### src/rtl/frame_serializer_pkg.sv
// rtl/frame_serializer_pkg.sv - shared types and helpers for the frame serializer
package frame_serializer_pkg;

    function automatic int idx_width(input int n);
        return (n <= 1) ? 1 : $clog2(n);
    endfunction

    typedef enum logic {
        IDLE = 1'b0,
        SEND = 1'b1
    } state_t;

endpackage

### src/rtl/frame_start_tracker.sv
// rtl/frame_start_tracker.sv - start edge detect delayed to the latch's frame-ready point
module frame_start_tracker #(
    parameter int STAGE = 8
) (
    input  logic clk,
    input  logic rst,
    input  logic start,
    output logic cap
);

    logic         start_q;
    logic         start_qq;
    logic [STAGE:0] dly;

    // one extra register ahead of the delay line lands cap on the edge after the latch settles
    always_ff @(posedge clk or posedge rst) begin
        if (rst) begin
            start_q  <= 1'b0;
            start_qq <= 1'b0;
            dly      <= '0;
        end else begin
            start_q  <= start;
            start_qq <= start_q;
            dly      <= {dly[STAGE-1:0], start_q & ~start_qq};
        end
    end

    assign cap = dly[STAGE];

endmodule

### src/rtl/frame_serializer.sv
// rtl/frame_serializer.sv - captures a parallel frame and replays it on a valid/ready stream
module frame_serializer
    import frame_serializer_pkg::*;
#(
    parameter int STAGE  = 8,
    parameter int DWIDTH = 8,
    parameter int SWIDTH = DWIDTH + $clog2(STAGE),
    parameter int IW     = idx_width(STAGE)
) (
    input  logic              clk,
    input  logic              rst,
    input  logic              start,
    input  logic [DWIDTH-1:0] frame_in [0:STAGE-1],
    input  logic              clr_ovf,
    output logic [DWIDTH-1:0] out_data,
    output logic              out_valid,
    input  logic              out_ready,
    output logic              out_last,
    output logic [IW-1:0]     out_idx,
    output logic [SWIDTH-1:0] frame_sum,
    output logic              busy,
    output logic              ovf
);

    state_t            state;
    logic [IW-1:0]     idx;
    logic [IW-1:0]     idx_nxt;
    logic [DWIDTH-1:0] frame_buf [0:STAGE-1];
    logic [SWIDTH-1:0] sum_in;
    logic              cap;
    logic              hs;
    logic              at_last;
    logic              ovf_set;

    frame_start_tracker #(.STAGE(STAGE)) u_tracker (
        .clk   (clk),
        .rst   (rst),
        .start (start),
        .cap   (cap)
    );

    always_comb begin
        sum_in = '0;
        for (int i = 0; i < STAGE; i++) begin
            sum_in = sum_in + SWIDTH'(frame_in[i]);
        end
    end

    assign idx_nxt = idx + IW'(1);
    assign at_last = (idx == IW'(STAGE - 1));
    assign hs      = (state == SEND) && out_ready;
    // only the final handshake frees the buffer for a new frame
    assign ovf_set = cap && (state == SEND) && !(hs && at_last);

    always_ff @(posedge clk or posedge rst) begin
        if (rst) begin
            state     <= IDLE;
            idx       <= '0;
            for (int i = 0; i < STAGE; i++) begin
                frame_buf[i] <= '0;
            end
            out_data  <= '0;
            out_valid <= 1'b0;
            out_last  <= 1'b0;
            out_idx   <= '0;
            frame_sum <= '0;
            busy      <= 1'b0;
            ovf       <= 1'b0;
        end else begin
            case (state)
                IDLE: begin
                    if (cap) begin
                        frame_buf <= frame_in;
                        frame_sum <= sum_in;
                        state     <= SEND;
                        idx       <= '0;
                        out_data  <= frame_in[0];
                        out_idx   <= '0;
                        out_last  <= 1'b0;
                        out_valid <= 1'b1;
                        busy      <= 1'b1;
                    end
                end
                SEND: begin
                    if (hs) begin
                        if (!at_last) begin
                            idx      <= idx_nxt;
                            out_data <= frame_buf[idx_nxt];
                            out_idx  <= idx_nxt;
                            out_last <= (idx_nxt == IW'(STAGE - 1));
                        end else if (cap) begin
                            frame_buf <= frame_in;
                            frame_sum <= sum_in;
                            idx       <= '0;
                            out_data  <= frame_in[0];
                            out_idx   <= '0;
                            out_last  <= 1'b0;
                        end else begin
                            state     <= IDLE;
                            idx       <= '0;
                            out_data  <= '0;
                            out_idx   <= '0;
                            out_last  <= 1'b0;
                            out_valid <= 1'b0;
                            busy      <= 1'b0;
                        end
                    end
                end
                default: state <= IDLE;
            endcase

            if (ovf_set) begin
                ovf <= 1'b1;
            end else if (clr_ovf) begin
                ovf <= 1'b0;
            end
        end
    end

endmodule

### config.mk
export PLATFORM = sky130hd
export DESIGN_NAME = frame_serializer
export DESIGN_NICKNAME = d
export VERILOG_FILES = /design/src/rtl/frame_serializer_pkg.sv /design/src/rtl/frame_start_tracker.sv /design/src/rtl/frame_serializer.sv
export SDC_FILE = /design/constraint.sdc
export NUM_CORES = 1
export LEC_CHECK = 0
export ABC_AREA = 0
export CAP_MARGIN = 10
export CORE_MARGIN = 4
export CORE_UTILIZATION = 40
export CTS_CLUSTER_SIZE = 10
export DETAILED_ROUTE_END_ITERATION = 10
export PLACE_DENSITY = 0.75
export SLEW_MARGIN = 20
export SYNTH_ARGS = -nofsm -noshare
export SYNTH_HDL_FRONTEND = slang
export SYNTH_SLANG_ARGS = --single-unit
export TNS_END_PERCENT = 1
### constraint.sdc
create_clock -name clk -period 3.6 [get_ports clk]
set_input_delay 1.08 -clock clk [delete_from_list [all_inputs] [get_ports clk]]
set_output_delay 1.08 -clock clk [all_outputs]
set_load 0.02 [all_outputs]
==> results by group <==
Floorplan
  – I/O pin count: 95
  – Site row count: 44
  – Die footprint: 16,720 sq um
  – Die Ht: 129.3 um
  – Die W: 129.3 um
  – Core box area: 14,480 sq um
  – Initial Utilization: 40.66%

Setup path
  – Worst Path Required: 3.84 ns
  – Startpoint Class: input port
  – Crit path kind: input port to register
  – Data arrival time of the critical path: 4.66 ns
  – CP max FO: 3
  – Worst setup EP type: register

CTS
  – # clock sinks: 101
  – Clock latency on the worst-skew pair: 0.35 ns
  – Max Root-Sink Buffers: 2
  – Clk slew on worst S/H paths: 0.07 ns
  – Root Buffer: clkbuf_16
  – H-tree depth: 3
  – TritonCTS buffer count: 9
  – CTS tree: done

Route
  – Vias/cell: 4.913
  – Drt initial violations: 341
  – Post-DR wirelength/cell: 15.81 um
  – Total number of vias: 4,328
  – Routed WL: 13.93 mm
  – First drt pass iteration count: 4
  – DRT antenna net count: 0
  – Drc violations: 0

Logic synthesis
  – Yosys reg bits: 101
  – Post-synthesis cell type count: 45
  – Cell area after synthesis: 5887 sq um
  – Cells after Synth: 576
  – Top FF cell, synth: dfrtp_1
  – Syn avg cell area: 10.22 sq um
  – Post-synth ARST share: 100.0%
  – EDFF count, synth: 0
  – Yosys warnings: 0
  – Synth Net Count: 706
  – Register area share after synthesis: 42.93%

Final layout
  – Post-layout util: 53.15%
  – Finished Layout Cells: 881
  – # fillers: 1,274
  – Share of layout cells above drive strength 1: 20.95%
  – Diodes inserted: 0
  – Register area: 2527 sq um
  – Area taken by multi-input logic gates: 3005 sq um
  – Fin nets: 822
  – P&R area growth vs syn: 30.71%

Placement
  – IO Port Bufs: 94
  – Post-Place Cells: 860
  – Place WS: -1.740 ns
  – Dpl hpwl: 10.18 mm
  – GP Congestion: 0.8483

STA
  – Max-slew violations: 0
  – Period utilization: 122.6%
  – Minimum clock period: 4.415 ns
  – Worst slew pin tran: 0.5157 ns
  – Hold Vio Cnt, Final: 0
  – Final Skew: 0.004202 ns
  – Peak Freq: 226.5 MHz
  – Rel. slew slack: 64.63%
  – Slack of the critical path: -0.8148 ns
  – Unrepaired setup endpoints after global routing: yes
  – Final setup vio count: 8

Global route
  – Pin count of the biggest net entering global routing: 60
  – Initial antenna violation count: 0
  – Gr ovfl total: 0
  – Gr usage total: 17.74%
  – Global-route wire length before repair: 23.12 mm
  – Number of global-route vias before repair: 4,616

Power
  – Psw: 2.770 mW
  – Part of the power in registers: 27.2%
  – Power Total: 7.105 mW
  – Lkg Pwr: 3.869 nW
  – Pwr dens: 923.4 nW/um^2
  – Maximum VDD drop: 0.4498 mV
  – Clock share of power: 13.8%
  – P_int: 4.335 mW
  – Comb power frac: 58.9%
  – Sw frac: 38.99%

Run
  – Max-cap violations: 0

Status
  – Status: finished with violations
  – Violated checks: setup timing

Worst hold path
  – Tightest Hold Check Type: register to register
-- cell usage in the layout (no fill, tap or decap), types with 3 or more instances in the layout --
| cell type | n |
|---|---|
| inv_2 | 35 |
| inv_1 | 65 |
| dfrtp_1 | 101 |
| clkdlybuf4s15_2 | 3 |
| a22oi_1 | 6 |
| fa_1 | 39 |
| dlygate4sd2_1 | 13 |
| clkdlybuf4s50_1 | 55 |
| clkbuf_16 | 9 |
| dlymetal6s2s_1 | 8 |
| buf_6 | 4 |
| buf_2 | 11 |
| ha_1 | 9 |
| ha_4 | 5 |
| buf_4 | 30 |
| nand2_1 | 153 |
| mux4_1 | 9 |
| nor2b_1 | 3 |
| nor2_1 | 3 |
| fa_2 | 8 |
| buf_12 | 4 |
| o21ai_0 | 47 |
| mux4_2 | 7 |
| mux2i_1 | 8 |
-- worst max-delay path: stages --
cell	delay [ns]
buf_8	0.08
inv_4	0.03
fa_1	0.55
inv_2	0.04
fa_1	0.49
fa_1	0.49
inv_1	0.05
fa_1	0.52
inv_2	0.05
ha_4	0.16
fa_2	0.36
a21oi_4	0.17
o211ai_1	0.12
a211o_1	0.26
a31o_2	0.20
-- timing repair --
| item | 4_1_cts | 5_1_grt |
|---|---|---|
| hold buffers | 0 | 0 |
| gates cloned | 0 | 0 |
| setup endpoints to repair | 9 | 8 |
| gates resized for setup | 140 | 22 |
| pin swaps | 46 | 24 |
| buffers inserted | 3 | 2 |
-- per-stage QoR --
step / hold WS, ns / TNS (ns) / area (sq um)
global route: 0.3605 / -5.944 / 7695
detailed placement: 0.3373 / -13.21 / 7223
CTS: 0.3526 / -5.393 / 7630
floorplan: 0.3312 / -18.89 / 5903
finish: 0.3505 / -5.206 / 7695
global placement: 0.3345 / -12.93 / 7223
-- power groups by stage --
stage / logic (mW) / clock network (mW) / registers, mW
4_1_cts: 4.00 / 1.01 / 1.94
3_3_place_gp: 3.33 / 0 / 1.92
5_1_grt: 4.60 / 1.04 / 1.99
3_5_place_dp: 3.43 / 0 / 1.95
6_report: 4.19 / 0.983 / 1.93
2_1_floorplan: 2.11 / 0 / 1.97
-- state kept, by name, summed over array words and instances, names as in the netlist --
name and flops:
out_last 1, idx 3, u_tracker.dly 9, u_tracker.start_q 1
ovf 1, out_data 8, frame_buf 64, frame_sum 11
u_tracker.start_qq 1, busy 1, state 1
-- synthesized netlist by cell type (2+ instances only) --
| cell | number | area [sq um] |
|---|---|---|
| a22o_1 | 2 | 17.52 |
| mux4_2 | 7 | 157.7 |
| and2_1 | 2 | 12.51 |
| nor3_1 | 2 | 10.01 |
| inv_1 | 103 | 386.6 |
| ha_1 | 14 | 175.2 |
| dfrtp_1 | 101 | 2527 |
| nor2b_1 | 3 | 18.77 |
| fa_1 | 47 | 940.9 |
| a21boi_0 | 2 | 15.01 |
| o211ai_1 | 2 | 15.01 |
| buf_6 | 3 | 33.78 |
| mux2_2 | 2 | 22.52 |
| buf_2 | 15 | 75.07 |
| o31ai_1 | 2 | 15.01 |
| clkbuf_1 | 6 | 22.52 |
| nor4_1 | 2 | 12.51 |
| a22oi_1 | 6 | 45.04 |
| nand2_1 | 156 | 585.6 |
| o21a_1 | 2 | 15.01 |
| buf_4 | 2 | 15.01 |
| a21oi_1 | 5 | 25.02 |
| nor2_1 | 3 | 11.26 |
| mux2i_1 | 8 | 80.08 |
| mux4_1 | 9 | 236.5 |
| o21ai_0 | 51 | 255.2 |
-- path summary, 6_finish.rpt --
path / cells after the start / slack [ns] / start / endpoint
worst min-delay path: 0 / 0.35 / u_tracker.dly[7] / u_tracker.dly[8]
worst max register to register: 6 / 1.17 / idx[0] / out_data[0]
min in group asynchronous: 2 / 1.12 / rst / ovf
max in group asynchronous: 3 / 1.76 / rst / frame_buf[43]
worst min register to register: 0 / 0.35 / u_tracker.dly[7] / u_tracker.dly[8]
worst max-delay path: 15 / -0.81 / frame_in[42] / frame_sum[8]
-- cell families (layout without fill, tap and decap cells) --
kind of cell | count (synthesis) | in the layout | synth area share [%]
multiplexers | 26 | 26 | 8.438
adder cells (fa/ha/maj) | 61 | 61 | 18.96
AND/OR/NAND/NOR | 174 | 174 | 11.82
AO/OA/AOI/OAI | 83 | 83 | 8.501
XOR/XNOR | 2 | 2 | 0.2976
buffers and inverters | 129 | 250 | 9.054
flip-flops | 101 | 101 | 42.93
-- layer usage --
metal  share of wire (%)  GRT usage (%)
met5                   0              0
met4                 1.1          3.953
met3                 5.6          4.699
met2                  52          30.00
met1                  42          23.10
-- final cells by class --
cell class	count	share of cell area, %
tap	184	2.992
clock buffer	12	3.203
multi-input combinational	346	39.06
sequential	101	32.85
inverter	103	5.187
timing repair buffer	131	16.10
clock inverter	4	0.6179
Power figures use the tool's default switching activity.
